File: src/rtl/circuit_f3_pkg.sv
// Shared constants and the truth-table lookup used by the circuit_f3 block.
package circuit_f3_pkg;

  localparam logic [3:0] TRUTH_XOR = 4'b0110;
  localparam logic [3:0] TRUTH_AND = 4'b1000;
  localparam int         CNT_W_DEF = 8;

  // Index is {a,b}: a selects the upper pair of table bits.
  function automatic logic lut_lookup(input logic [3:0] truth, input logic a, input logic b);
    logic [1:0] idx;
    idx = {a, b};
    return truth[idx];
  endfunction

endpackage

File: src/rtl/circuit_f3_lut.sv
// Pure combinational 4:1 truth-table lookup, y = TRUTH[{a,b}].
module circuit_f3_lut
  import circuit_f3_pkg::*;
#(
  parameter logic [3:0] TRUTH = TRUTH_XOR
) (
  input  logic a,
  input  logic b,
  output logic y
);

  assign y = lut_lookup(TRUTH, a, b);

endmodule

File: src/rtl/circuit_f3.sv
// Two-input Boolean function unit: registered F(a,b) with valid strobe,
// plus a saturating count of results that evaluated to 1.
module circuit_f3
  import circuit_f3_pkg::*;
#(
  parameter logic [3:0] TRUTH = TRUTH_XOR,
  parameter int         CNT_W = CNT_W_DEF
) (
  input  logic             clk,
  input  logic             rst,
  input  logic             a,
  input  logic             b,
  input  logic             in_valid,
  output logic             f3,
  output logic             out_valid,
  output logic             f3_comb,
  output logic [CNT_W-1:0] ones_cnt
);

  logic             lut_y;
  logic             f3_d, f3_q;
  logic             out_valid_d, out_valid_q;
  logic [CNT_W-1:0] cnt_d, cnt_q;

  // One lookup feeds both the unregistered monitor output and the result flop.
  circuit_f3_lut #(.TRUTH(TRUTH)) u_lut (
    .a (a),
    .b (b),
    .y (lut_y)
  );

  always_comb begin
    f3_d        = f3_q;
    out_valid_d = 1'b0;
    cnt_d       = cnt_q;
    if (in_valid) begin
      f3_d        = lut_y;
      out_valid_d = 1'b1;
      if (lut_y && (cnt_q != {CNT_W{1'b1}}))
        cnt_d = cnt_q + {{(CNT_W-1){1'b0}}, 1'b1};
    end
  end

  always_ff @(posedge clk) begin
    if (rst) begin
      f3_q        <= 1'b0;
      out_valid_q <= 1'b0;
      cnt_q       <= '0;
    end else begin
      f3_q        <= f3_d;
      out_valid_q <= out_valid_d;
      cnt_q       <= cnt_d;
    end
  end

  assign f3        = f3_q;
  assign out_valid = out_valid_q;
  assign f3_comb   = lut_y;
  assign ones_cnt  = cnt_q;

endmodule

File: config.mk
export PLATFORM = sky130hd
export DESIGN_NAME = circuit_f3
export DESIGN_NICKNAME = d
export VERILOG_FILES = /design/src/rtl/circuit_f3_pkg.sv /design/src/rtl/circuit_f3_lut.sv /design/src/rtl/circuit_f3.sv
export SDC_FILE = /design/constraint.sdc
export NUM_CORES = 1
export LEC_CHECK = 0
export CAP_MARGIN = 20
export CORE_AREA = 2 2 39 41
export CTS_BUF_LIST = sky130_fd_sc_hd__clkbuf_4 sky130_fd_sc_hd__clkbuf_8
export DETAILED_ROUTE_END_ITERATION = 8
export DIE_AREA = 0 0 41 43
export PLACE_DENSITY = 0.66
export SLEW_MARGIN = 10
export SYNTH_ARGS = -nofsm -noshare
export SYNTH_HDL_FRONTEND = slang
export SYNTH_SLANG_ARGS = --single-unit
File: constraint.sdc
create_clock -name clk -period 1.7 [get_ports clk]
set_clock_uncertainty 0.1 [all_clocks]
set_input_delay 0.34 -clock clk [delete_from_list [all_inputs] [get_ports clk]]
set_output_delay 0.34 -clock clk [all_outputs]
set_load 0.01 [all_outputs]
==> impl_summary.txt, run 1 <==
----------------------------------------------------
[Run status]
  Status ... complete, no violations

[Route]
  Remaining design rule violation count ... 0
  Final WL ... ~1000 µm
  1st-pass router iterations ... 4
  Routed Antenna Nets ... 0
  Number of violations reported at the end of detailed-routing iteration 0 ... 2
  Routed wire length per instance ... ~11 µm
  Via total after detailed routing ... approximately 450
  Post-DR vias/cell ... between 5 and 6

[Yosys]
  Cell variety after synth ... 23
  Simple-gate area share of the yosys netlist ... 0.230
  Post-Synth XOR/XNOR Area ... 0.0921
  Mux contribution to synthesized area ... 0.0434
  Synthesized area per cell ... just under 10 µm²
  Cells after Synth ... 47
  Largest family of logic cells by synthesized area ... simple AND/OR/NAND/NOR gates
  Area fraction in compound gates after synthesis ... 0.165
  Most repeated cell in the gate-level netlist after synthesis ... dfxtp_1
  Most area-hungry cell type in the Yosys netlist ... dfxtp_1
  Count of warnings emitted by yosys ... 0
  Count of flip-flops with a built-in enable after synthesis ... 0
  Nets in the synthesized netlist ... 53
  Top post-synthesis cells by count ... dfxtp_1 (10), nor2_1 (6), a21oi_1 (4), nand3_1 (4)
  Total standard cell area after synthesis ... 462 µm²
  Number of register bits inferred by synthesis ... 10
  Async S/R FF share, synth ... 0
  Main area contributors after synthesis ... dfxtp_1 (43%), nor2_1 (4.9%), o211ai_4 (4.6%)
  Post-synthesis adder-cell area fraction ... 0.0271
  Fraction of synthesized cell area taken by the top area cell type ... 0.434
  Post-synthesis sequential area ratio ... 0.434
  Dominant register cell in the synthesized netlist ... dfxtp_1

[Critical path]
  Critical path peak fanout ... 4
  Cell-by-cell trace of the critical path ... clkdlybuf4s50_1
  Delay contributed by the slowest stage of the critical path ... 0.55 ns
  R2r worst-path depth ... 5
  Cell family with the largest share of critical-path delay ... buffers and inverters
  Crit Path Class ... reg -> out
  Critical path startpoint category ... register
  Data arrival time of the critical path ... about 1.2 ns
  Critical-path top delay cell ... clkdlybuf4s50_1
  Critical path capture point type ... output port
  Beginning of the worst register-to-register path ... ones_cnt[0]
  Data required time of the worst path ... between 1 and 1.5 ns
  Buf+Inv Stages, Crit Path ... 1
  Reg-to-reg endpoint ... ones_cnt[6]
  Setup slack of the most critical reg-to-reg path ... about 0.13 ns

[GRT]
  Initial antenna violation count ... 0
  Vias in the first global route ... about 430
  Residual overflow from global routing ... 0
  Wire length of the first global-routing pass ... approximately 1800 µm
  Pin count of the biggest net entering global routing ... 10
  Global Route Usage Sum ... 0.154

[Place]
  Dpl ws ... -0.310 ns
  Port-buffer cells ... 15
  DP Wirelength ... between 700 and 800 µm
  Placer Congestion ... roughly 0.7

[Timing]
  Final hold violation count ... 0
  Worst Setup Slack, final ... 0.0690 ns
  Setup violations, final ... 0
  Clock period minus worst slack ... between 1.5 and 2 ns
  Least-Margin Pin Slew ... about 0.26 ns
  Fraction of the cycle the final worst path needs ... 0.959
  Worst relative slew slack ... 0.826
  Accumulated negative setup slack ... 0 ns
  Peak clock frequency supported by timing ... ~600 MHz
  Pins over their slew limit ... 0

[Cells and area]
  Utilization after layout ... 0.521
  Net count of the finished layout ... between 80 and 90
  Share of final-layout standard cells stronger than drive strength 1 ... 0.274
  Total area of multi-input combinational cells ... about 260 µm²
  Flip-flop and latch area ... between 200 and 250 µm²
  P&R area growth vs syn ... 56.1%
  Total inserted antenna cells ... 0
  # fillers ... around 130

[Worst hold path]
  End of the worst hold path ... f3
  Hold Crit Class ... reg -> reg
  Hold Path Stages ... 2
  Hold Startpoint ... f3

[Power]
  Maximum ir drop on the vdd rail ... between 300 and 400 µV
  Logic pwr share ... 0.172
  Proportion of total power due to net switching ... 0.253
  Sequential fraction of design power ... 0.491
  Total power density per cell area ... slightly below 700 nW/µm²
  Net Switching ... around 0.13 mW
  Static leakage ... 0.331 nW
  Int Pwr ... around 0.37 mW
  Clock network power share ... 0.337
  Overall Power ... 0.498 mW

[Floorplan]
  Placeable core region ... 1380 µm²
  Number of rows created at floorplan ... 14
  Die span in x ... 41 µm
  I/O pin count ... 16
  Die span in y ... between 40 and 50 µm
  Die Area ... 1760 µm²
  Initial Util ... 0.334

[Clocking]
  H-tree depth reported by CTS ... 1
  Worst skew pair latency ... between 0.2 and 0.3 ns
  Number of buffers on the longest clock path ... 2
  Clock-pin transition on the worst setup and hold timing paths ... approximately 0.070 ns
  Clock Root Buffer ... clkbuf_4
  CTS tree ... done
  Num Clock Sinks ... 10
  TritonCTS buffer count ... 3

[Job]
  Count of max-cap constraint violations ... 0

----------------------------------------------------
==> worst reg2reg max path: cells and delay by family, from the launching register on <==
| kind | cells | cell delay [ns] |
|---|---|---|
| simple gates | 2 | 0.63 |
| flops | 1 | 0.31 |
| compound gates | 2 | 0.25 |
| fa+ha+maj | 1 | 0.21 |
==> per-stage QoR <==
| step | hold WS, ns | area (µm²) | cells |
|---|---|---|---|
| 2_1_floorplan | 0.368 | 462 | 47 |
| 3_3_place_gp | 0.392 | 688 | 85 |
| 3_5_place_dp | 0.388 | 688 | 85 |
| 4_1_cts | 0.406 | 713 | 89 |
| 5_1_grt | 0.469 | 721 | 89 |
| 6_report | 0.404 | 721 | 89 |
==> cell usage in the layout (no fill, tap or decap), drive strengths merged <==
cell type and count:
nand4 1, clkdlybuf4s15 1, or3 2, nand2 1
nand3 4, dlygate4sd2 4, a31o 1, nand2b 1
dlymetal6s2s 2, o211ai 1, xor2 3, nor2b 1
and2 1, xnor2 1, and4bb 1, clkdlybuf4s50 8
dfxtp 10, or4 1, buf 9, o21ai 2
nor2 6, o31ai 1, ha 1, o2111ai 1
a21oi 4, clkbuf 3, mux2i 2
==> power groups by stage <==
stage	Combinational [mW]	Sequential, mW	Clock [mW]
detailed placement	0.0879	0.250	0
global placement	0.0866	0.250	0
global route	0.0942	0.246	0.180
floorplan	0.0267	0.256	0
CTS	0.0859	0.245	0.174
finish	0.0856	0.245	0.168
==> sequential cells by signal, summed over array words and instances (netlist names) <==
name       flops
f3             1
ones_cnt       8
out_valid      1
==> cells by family (layout without fill, tap and decap cells) <==
kind of cell | Yosys count | after routing
AOI/OAI and AO/OA | 10 | 10
xor gates and xnor gates | 4 | 4
adders and majority gates | 1 | 1
buffers and inverters | 1 | 27
DFF | 10 | 10
muxes | 2 | 2
and+or+nand+nor | 19 | 19
==> timing repair <==
action	in CTS	in global routing
resized for setup	6	4
pin swaps	1	1
buffers inserted	1	0
hold buffers	0	0
endpoints found under the setup margin	6	5
==> cell type report <==
type,instances,share of cell area
flip-flops and latches,10,0.281
multi-input cells,36,0.358
repair buffers,24,0.302
well taps,16,0.0278
clock buffers,3,0.0313
==> per-layer routing <==
layer | global-route usage | vias to the layer above | part of all wire
met5 | 0 | - | 0
met1 | 0.180 | 201 | 0.44
met4 | 0.140 | 0 | 0.044
met3 | 0.0157 | 5 | 0.050
li1 | - | 224 | -
met2 | 0.231 | 17 | 0.47
==> worst max-delay path by stage <==
stage / from / to / slack, ns / cells past startpoint
after floorplan: ones_cnt[0] / ones_cnt[6] / 0.04 / 5
after CTS: ones_cnt[2] / ones_cnt[2] / 0.003 / 1
final: ones_cnt[7] / ones_cnt[7] / 0.07 / 1
after global placement: b / f3_comb / -0.30 / 3
after global routing: ones_cnt[0] / ones_cnt[6] / -0.002 / 5
after detailed placement: b / f3_comb / -0.31 / 3
(Power assumes the default switching activity.)
==> run 2, diff against run 1 <==
--- a/config.mk
+++ b/config.mk
@@ -6,11 +6,13 @@
 export NUM_CORES = 1
 export LEC_CHECK = 0
 export CAP_MARGIN = 20
-export CORE_AREA = 2 2 39 41
+export CELL_PAD_IN_SITES_DETAIL_PLACEMENT = 1
+export CELL_PAD_IN_SITES_GLOBAL_PLACEMENT = 1
+export CORE_MARGIN = 1
+export CORE_UTILIZATION = 30
 export CTS_BUF_LIST = sky130_fd_sc_hd__clkbuf_4 sky130_fd_sc_hd__clkbuf_8
 export DETAILED_ROUTE_END_ITERATION = 8
-export DIE_AREA = 0 0 41 43
-export PLACE_DENSITY = 0.66
+export PLACE_DENSITY_LB_ADDON = 0.1
 export SLEW_MARGIN = 10
 export SYNTH_ARGS = -nofsm -noshare
 export SYNTH_HDL_FRONTEND = slang
==> impl_summary.txt, run 2 (same netlist as run 1, synthesis figures left out) <==
----------------------------------------------------
[Cells and area]
  Total inserted antenna cells ... 0 (unchanged)
  Flip-flop count of the largest register after layout ... 8 (unchanged)
  Utilization after layout ... 0.528 (was 0.521)
  Top library cells by usage in the layout, fill and taps aside ... clkdlybuf4s50_1 (7), buf_4 (7), nor2_1 (6), dfxtp_1 (6), dlygate4sd2_1 (5) (was buf_4 (9), dfxtp_1 (8), clkdlybuf4s50_1 (8), nor2_1 (6))
  Count of placed standard cells in the final layout, fillers left out ... 87 (was 89)
  Share of final-layout standard cells stronger than drive strength 1 ... 0.292 (was 0.274)
  Net count of the finished layout ... 79 (was 81)
  P&R area growth vs syn ... 56.4% (was 56.1%)

[Floorplan]
  Placeable core region ... 1370 µm² (was 1380 µm²)
  Die Area ... 1700 µm² (was 1760 µm²)
  Initial Util ... 0.338 (was 0.334)
  Die span in x ... 41.2 µm (was 41 µm)
  I/O pin count ... 16 (unchanged)
  Number of rows created at floorplan ... 13 (was 14)
  Die span in y ... 41.2 µm (was 43 µm)

[Critical path]
  Critical path startpoint category ... input pin (was register)
  Buf+Inv Stages, Crit Path ... 1 (unchanged)
  R2r worst-path depth ... 5 (unchanged)
  Crit Path Class ... in -> reg (was reg -> out)
  Critical-path top delay cell ... clkdlybuf4s50_1 (unchanged)
  Data required time of the worst path ... 1.80 ns (was 1.26 ns)
  Critical path peak fanout ... 5 (was 4)
  Delay contributed by the slowest stage of the critical path ... 0.62 ns (was 0.55 ns)
  Critical path capture point type ... register (was output port)
  Cell family with the largest share of critical-path delay ... buffers and inverters (unchanged)
  Beginning of the worst register-to-register path ... ones_cnt[0] (unchanged)
  Reg-to-reg endpoint ... ones_cnt[6] (unchanged)
  Cell-by-cell trace of the critical path ... clkdlybuf4s50_1, o211ai_4, or4_1, a21oi_1 (was clkdlybuf4s50_1)
  Setup slack of the most critical reg-to-reg path ... 0.08 ns (was 0.13 ns)
  Data arrival time of the critical path ... 1.75 ns (was 1.19 ns)

[Timing]
  Peak clock frequency supported by timing ... 607 MHz (was 613 MHz)
  Fraction of the cycle the final worst path needs ... 0.969 (was 0.959)
  Worst relative slew slack ... 0.821 (was 0.826)
  Clock period minus worst slack ... 1.65 ns (was 1.63 ns)
  Setup violations, final ... 0 (unchanged)
  Pins over their slew limit ... 0 (unchanged)
  Final hold violation count ... 0 (unchanged)
  Least-Margin Pin Slew ... 0.268 ns (was 0.260 ns)
  Accumulated negative setup slack ... 0 ns (unchanged)

[GRT]
  Global Route Usage Sum ... 0.187 (was 0.154)
  Initial antenna violation count ... 0 (unchanged)
  Residual overflow from global routing ... 0 (unchanged)
  Pin count of the biggest net entering global routing ... 7 (was 10)
  Wire length of the first global-routing pass ... 1890 µm (was 1770 µm)
  Vias in the first global route ... 428 (was 431)

[Power]
  Net Switching ... 0.130 mW (was 0.126 mW)
  Logic pwr share ... 0.144 (was 0.172)
  Maximum ir drop on the vdd rail ... 395 µV (was 325 µV)
  Clock network power share ... 0.404 (was 0.337)
  Sequential fraction of design power ... 0.452 (was 0.491)
  Overall Power ... 0.543 mW (was 0.498 mW)
  Total power density per cell area ... 752 nW/µm² (was 691 nW/µm²)
  Int Pwr ... 0.413 mW (was 0.372 mW)
  Static leakage ... 0.348 nW (was 0.331 nW)
  Proportion of total power due to net switching ... 0.240 (was 0.253)

[Job]
  Count of max-cap constraint violations ... 0 (unchanged)

[Route]
  Routed length on met2 ... 594 µm (was 469 µm)
  Met1 Routed Length ... 501 µm (was 444 µm)
  Routed Antenna Nets ... 0 (unchanged)
  Post-DR vias/cell ... 5.08 (was 5.02)
  Topmost layer with routed signal wires ... met4 (unchanged)
  Via total after detailed routing ... 442 (was 447)
  Number of violations reported at the end of detailed-routing iteration 0 ... 1 (was 2)
  Remaining design rule violation count ... 0 (unchanged)
  Routed wire length per instance ... 13.9 µm (was 11.3 µm)
  Final WL ... 1210 µm (was 1010 µm)
  Length of routed met3 wiring ... 63 µm (was 50 µm)
  1st-pass router iterations ... 2 (was 4)

[Run status]
  Status ... complete, no violations (unchanged)

[Clocking]
  Clock-pin transition on the worst setup and hold timing paths ... 0.07 ns (about the same)
  Worst skew pair latency ... 0.27 ns (about the same)
  Clock Root Buffer ... clkbuf_4 (unchanged)
  TritonCTS buffer count ... 3 (unchanged)
  CTS tree ... done (unchanged)
  Number of buffers on the longest clock path ... 2 (unchanged)
  Num Clock Sinks ... 10 (unchanged)
  H-tree depth reported by CTS ... 1 (unchanged)

[Place]
  Total placed cells including tap cells ... 82 (was 85)
  Port-buffer cells ... 15 (unchanged)
  DP Wirelength ... 917 µm (was 729 µm)
  Placer Congestion ... 0.712 (was 0.701)

[Worst hold path]
  Hold Startpoint ... ones_cnt[3] (was f3)
  Hold Crit Class ... reg -> reg (unchanged)
  End of the worst hold path ... ones_cnt[3] (was f3)
  Hold Path Stages ... 2 (unchanged)

----------------------------------------------------
[run 2: worst max path at each step]
stage / startpoint / endpoint / slack [ns] / cells after the start
after floorplan: ones_cnt[0] / ones_cnt[6] / 0.04 / 5
after global placement: b / ones_cnt[3] / -0.29 / 6
after detailed placement: a / ones_cnt[6] / -0.34 / 6
after CTS: ones_cnt[7] / ones_cnt[7] / 0.03 / 1
after global routing: in_valid / ones_cnt[7] / -0.002 / 5
final: in_valid / ones_cnt[6] / 0.05 / 4
[run 2: stage by stage]
stage / hold slack (ns) / setup slack (ns) / cell area, µm²
4_1_cts: 0.414 / 0.0301 / 706
5_1_grt: 0.434 / -0.00175 / 722
6_report: 0.404 / 0.0535 / 722
3_3_place_gp: 0.393 / -0.294 / 672
3_5_place_dp: 0.397 / -0.335 / 672
2_1_floorplan: 0.368 / 0.0398 / 462
[run 2: area by class of cell]
class                           instances  area (µm²)
Fill cell                             162         644
Sequential cell                        10         205
Clock buffer                            4        36.3
Timing Repair Buffer                   22         204
Multi-Input combinational cell         36         258
Tap cell                               15        18.8
[run 2: repair_timing]
action                     CTS  global route
gates resized for setup      8             4
setup endpoints to repair    9             7
pin swaps                    1             1
setup buffers                0             1
hold buffers                 0             0
[run 2: metal layers]
layer	global-route usage	vias to the layer above
met3	0.103	6
met4	0.105	0
met2	0.305	15
met5	0	-
met1	0.187	200
li1	-	221
[run 2: worst reg2reg max path: cells and delay by family (launching register included)]
family | cells | cell delay [ns]
flops | 1 | 0.33
simple gates | 2 | 0.62
compound gates | 2 | 0.28
fa+ha+maj | 1 | 0.23
[run 2: power groups by stage]
stage / Sequential (mW) / Combinational, mW / Clock, mW
2_1_floorplan: 0.256 / 0.0267 / 0
4_1_cts: 0.245 / 0.0800 / 0.229
5_1_grt: 0.246 / 0.0857 / 0.243
3_5_place_dp: 0.251 / 0.0856 / 0
6_report: 0.246 / 0.0783 / 0.219
3_3_place_gp: 0.250 / 0.0824 / 0
==> run 3, diff against run 2 <==
--- a/config.mk
+++ b/config.mk
@@ -12,6 +12,7 @@
 export CORE_UTILIZATION = 30
 export CTS_BUF_LIST = sky130_fd_sc_hd__clkbuf_4 sky130_fd_sc_hd__clkbuf_8
 export DETAILED_ROUTE_END_ITERATION = 8
+export GPL_TIMING_DRIVEN = 0
 export PLACE_DENSITY_LB_ADDON = 0.1
 export SLEW_MARGIN = 10
 export SYNTH_ARGS = -nofsm -noshare
==> impl_summary.txt, run 3 (same netlist as run 1, synthesis figures left out) <==
----------------------------------------------------
[Run status]
  Status ... complete, no violations (unchanged)

[GRT]
  Pin count of the biggest net entering global routing ... 11 (was 7)
  Vias in the first global route ... 404 (was 428)
  Wire length of the first global-routing pass ... 1780 µm (was 1890 µm)
  Residual overflow from global routing ... 0 (unchanged)
  Global Route Usage Sum ... 0.172 (was 0.187)
  Initial antenna violation count ... 0 (unchanged)

[Power]
  Static leakage ... 0.302 nW (was 0.348 nW)
  Total power density per cell area ... 680 nW/µm² (was 752 nW/µm²)
  Overall Power ... 0.494 mW (was 0.543 mW)
  Maximum ir drop on the vdd rail ... 517 µV (was 395 µV)

[Clocking]
  Clock Root Buffer ... clkbuf_4 (unchanged)
  Worst skew pair latency ... 0.26 ns (was 0.27 ns)
  Num Clock Sinks ... 10 (unchanged)
  CTS tree ... done (unchanged)
  Number of buffers on the longest clock path ... 2 (unchanged)
  TritonCTS buffer count ... 3 (unchanged)
  Clock-pin transition on the worst setup and hold timing paths ... 0.07 ns (about the same)
  H-tree depth reported by CTS ... 1 (unchanged)

[Job]
  Count of max-cap constraint violations ... 0 (unchanged)

[Cells and area]
  Total inserted antenna cells ... 0 (unchanged)
  Most common cell after layout, fill and taps aside ... clkdlybuf4s50_1
  # fillers ... 157 (was 162)
  P&R area growth vs syn ... 57.5% (was 56.4%)
  Net count of the finished layout ... 77 (was 79)
  Top library cells by usage in the layout, fill and taps aside ... clkdlybuf4s50_1 (10), nor2_1 (6), dfxtp_1 (6), nand3_1 (4), buf_4 (4) (was clkdlybuf4s50_1 (7), buf_4 (7), nor2_1 (6), dfxtp_1 (6), dlygate4sd2_1 (5))
  Share of final-layout standard cells stronger than drive strength 1 ... 0.319 (was 0.292)
  Flip-flop count of the largest register after layout ... 8 (unchanged)

[Critical path]
  R2r worst-path depth ... 5 (unchanged)
  Critical path peak fanout ... 5 (unchanged)
  Critical-path top delay cell ... clkdlybuf4s50_1 (unchanged)
  Capturing instance or port of the critical path ... ones_cnt[7] (was ones_cnt[6])
  Delay contributed by the slowest stage of the critical path ... 0.62 ns (about the same)
  Cell-by-cell trace of the critical path ... clkdlybuf4s50_1, nand3_1, and4bb_2, a21oi_1, a31o_2 (was clkdlybuf4s50_1, o211ai_4, or4_1, a21oi_1)
  Critical path capture point type ... register (unchanged)
  Crit Path Class ... in -> reg (unchanged)
  Data arrival time of the critical path ... 1.72 ns (was 1.75 ns)
  Setup slack of the most critical reg-to-reg path ... 0.08 ns (about the same)
  Reg-to-reg endpoint ... ones_cnt[1] (was ones_cnt[6])
  Crit. Startpoint ... in_valid (unchanged)
  Data required time of the worst path ... 1.76 ns (was 1.80 ns)
  Beginning of the worst register-to-register path ... ones_cnt[1] (was ones_cnt[0])
  Critical path startpoint category ... input pin (unchanged)

[Route]
  Via total after detailed routing ... 431 (was 442)
  Routed wire length per instance ... 13.9 µm (about the same)
  Routed Antenna Nets ... 0 (unchanged)
  1st-pass router iterations ... 2 (unchanged)
  Number of violations reported at the end of detailed-routing iteration 0 ... 6 (was 1)
  Final WL ... 1170 µm (was 1210 µm)
  Post-DR vias/cell ... 5.13 (was 5.08)
  Remaining design rule violation count ... 0 (unchanged)

[Floorplan]
  Number of rows created at floorplan ... 13 (unchanged)
  Placeable core region ... 1370 µm² (unchanged)
  Die Area ... 1700 µm² (unchanged)
  Initial Util ... 0.338 (unchanged)
  Die span in x ... 41.2 µm (unchanged)
  Die span in y ... 41.2 µm (unchanged)
  I/O pin count ... 16 (unchanged)

[Timing]
  Fraction of the cycle the final worst path needs ... 0.977 (was 0.969)
  Worst relative slew slack ... 0.620 (was 0.821)
  Setup violations, final ... 0 (unchanged)
  Pins over their slew limit ... 0 (unchanged)
  Peak clock frequency supported by timing ... 602 MHz (was 607 MHz)
  Clock period minus worst slack ... 1.66 ns (was 1.65 ns)
  Final hold violation count ... 0 (unchanged)
  Least-Margin Pin Slew ... 0.570 ns (was 0.268 ns)
  Accumulated negative setup slack ... 0 ns (unchanged)

[Place]
  Port-buffer cells ... 15 (unchanged)
  Placer Congestion ... 0.686 (was 0.712)
  DP Wirelength ... 739 µm (was 917 µm)

[Worst hold path]
  Hold Crit Class ... reg -> reg (unchanged)

----------------------------------------------------
==> run 3: cell types whose count changed in the layout (fill, tap and decap cells not counted), moves of 2 or more <==
cell / change
buf_4: -3
or3_2: -2
clkdlybuf4s50_1: +3
dlygate4sd2_1: -2
a21oi_2: +3
a21oi_1: -3
or3_4: +2
==> run 3: cell type report <==
type | instances | area, µm² | area share
sequential | 10 | 208 | 0.286
buffer | 1 | 3.75 | 0.00516
timing repair buffer | 19 | 181 | 0.250
tap | 15 | 18.8 | 0.0258
multi-input combinational | 36 | 293 | 0.403
clock buffer | 3 | 22.5 | 0.0310
==> run 3: critical path, delay by kind of cell <==
family / cells / cell delay [ns]
buf+inv: 1 / 0.62
simple gates: 2 / 0.47
compound gates: 2 / 0.29
==> run 3: how the worst min path moves through the flow <==
| stage | cells past startpoint | endpoint | from |
|---|---|---|---|
| 3_3_place_gp | 2 | f3 | f3 |
| 5_1_grt | 2 | ones_cnt[4] | ones_cnt[4] |
| 4_1_cts | 2 | ones_cnt[4] | ones_cnt[4] |
| 6_report | 2 | f3 | f3 |
| 3_5_place_dp | 2 | f3 | f3 |
| 2_1_floorplan | 1 | out_valid | in_valid |
==> run 3: timing repair <==
item | in CTS | in global routing
hold buffers | 0 | 0
setup buffers | 4 | 0
setup endpoints to repair | 6 | 12
gates resized for setup | 5 | 13
pin swaps | 2 | 3
==> run 3: report_power, final <==
group	total [mW]	leakage (nW)	switching (mW)	internal [mW]
Sequential	0.251	0.0834	0.00908	0.242
Combinational	0.0777	0.205	0.0343	0.0434
Clock	0.165	0.0138	0.0836	0.0818
Total	0.494	0.302	0.127	0.367
==> run 3: per-layer routing <==
metal | vias up | GRT usage | wire [µm]
met5 | - | 0 | 0
met4 | 0 | 0.0968 | 11
met2 | 11 | 0.270 | 536
li1 | 215 | - | -
met3 | 2 | 0.0652 | 45
met1 | 203 | 0.200 | 572
==> run 3: metrics by stage <==
stage / cell area (µm²) / utilization / hold slack (ns) / setup WS (ns) / cells
after floorplan: 462 / - / 0.368 / 0.0398 / 47
after global placement: 631 / 0.462 / 0.382 / -0.460 / 77
after detailed placement: 631 / 0.462 / 0.397 / -0.474 / 77
after CTS: 683 / 0.500 / 0.409 / 0.00643 / 84
after global routing: 727 / 0.532 / 0.452 / -0.0110 / 84
final: 727 / 0.532 / 0.416 / 0.0388 / 84
==> patch: new RTL, settings of run 2 <==
Set the package constant `CNT_W_DEF` to 6 (it was 8).
--- a/src/rtl/circuit_f3_pkg.sv
+++ b/src/rtl/circuit_f3_pkg.sv
@@ -4,5 +4,5 @@
   localparam logic [3:0] TRUTH_XOR = 4'b0110;
   localparam logic [3:0] TRUTH_AND = 4'b1000;
-  localparam int         CNT_W_DEF = 8;
+  localparam int         CNT_W_DEF = 6;
 
   // Index is {a,b}: a selects the upper pair of table bits.
Ports: changed (resized ones_cnt); port bits go from 16 to 14. No check against the original RTL was run, so the function may have changed too.
==> patch against run 2 <==
Register-to-register slack gained 110 ps; setup slack improved by 8.1 ps; total power decreased by 21%; clock power decreased by 33%; sequential cell count fell by 2; final area down 20%; sequential share of layout area is essentially flat; area after synthesis is 20% lower; critical path depth is 2 higher; wire length is 22% lower; critical path type unchanged; largest cell class unchanged.
==> patch: results (changes against run 2) <==
routing:
  detail_route.vias_per_cell: 5.04  # -0.77%
  drt_iter0_drc: 2  # +1
synthesis:
  count_of_different_cell_masters_after_synthesis: 21  # -8.7%
  synth.avg_cell_area_sq_um: 9.50  # -3.3%
  mappedNetlistNets: 45  # -15%
  post_synth_main_area_contributors: "sky130_fd_sc_hd__dfxtp_1 43%, sky130_fd_sc_hd__nor2_1 6.1%, sky130_fd_sc_hd__o211ai_4 5.7%"
global_route:
  globalRouteTotalUtil_pct: 17.1  # -1.6 points
  grt_pass1_wl_um: 1570  # -17%
  largest_net_degree_at_the_start_of_global_routing: 9  # +2
power_and_ir_drop:
  net-switching-power_mw: 0.107  # -18%
  peakVddDrop_uv: 437  # +11%
  seq_power_share_pct: 47.4  # +2.2 points
  static-leakage-power_nw: 0.229  # -34%
  p_total_mw: 0.427  # -21%
cells_and_area:
  fillers: 141  # -13%
  share_of_final_layout_standard_cells_stronger_than_drive_strength_1_pct: 25.4  # -3.7 points
  largest_reg_flops: 6  # -2
critical_path:
  critPathMaxFanout: 6  # +1
  cp_data_arrival_time_ps: 1720  # -30 ps
timing:
  worst_slew_margin_rel_pct: 80.4  # -1.7 points
placed_design:
  hpwlAfterDp_um: 772  # -16%
  port_buffers: 13  # -2
  postPlaceCellArea_sq_um: 552  # -18%
  placed_cells: 70  # -15%
outcome:
  outcome: "finished, final reports clean"
clocking:
  clkLatencyLatePin_ps: 250  # -20 ps
patch: worst paths after layout:
check,from,end,slack [ps]
hold reg to reg,f3,f3,410
setup reg to reg,ones_cnt[0],ones_cnt[1],190
hold / removal,f3,f3,410
setup / recovery,a,ones_cnt[3],60
patch: through the flow:
stage	util, %	setup slack [ps]
after CTS	50.6	9.87
after global routing	51.2	15.9
final	51.2	61.5
after global placement	49.0	-292
after detailed placement	49.0	-311
after floorplan	-	224
patch: cell type report:
type | count | area share, %
flip-flops and latches | 8 | 28.4
clock buffers | 3 | 3.90
multi-input cells | 29 | 35.1
well taps | 14 | 3.04
repair buffers | 18 | 28.9
inverters | 1 | 0.651
patch: cells by family (layout without fill, tap and decap cells):
group | count (synthesis) | in the layout | synth area share (%)
fa+ha+maj | 1 | 1 | 3.38
flops | 8 | 8 | 43.2
compound gates | 8 | 8 | 17.6
simple gates | 17 | 17 | 24.3
buf+inv | 2 | 22 | 2.03
xor+xnor | 2 | 2 | 6.76
mux | 1 | 1 | 2.70
patch: worst max-delay path: stages:
cell	delay [ps]
sky130_fd_sc_hd__clkdlybuf4s50_1	510
sky130_fd_sc_hd__xor2_2	170
sky130_fd_sc_hd__buf_6	150
sky130_fd_sc_hd__o211ai_4	70
sky130_fd_sc_hd__or3_1	350
sky130_fd_sc_hd__a21oi_1	140
patch: what timing repair did:
action                                  4_1_cts  5_1_grt
endpoints found under the setup margin        1        5
gates cloned                                  0        0
gates resized for setup                       4        4
endpoints found under the hold margin         0        0
pin swaps                                     0        0
patch: per-layer routing:
layer  up-vias  wire length [um]  track usage (%)
met2        12               493             28.5
met3         2                49             3.05
met4         0                19             15.7
met5         -                 0                0
met1       174               383             17.7
li1        180                 -                -
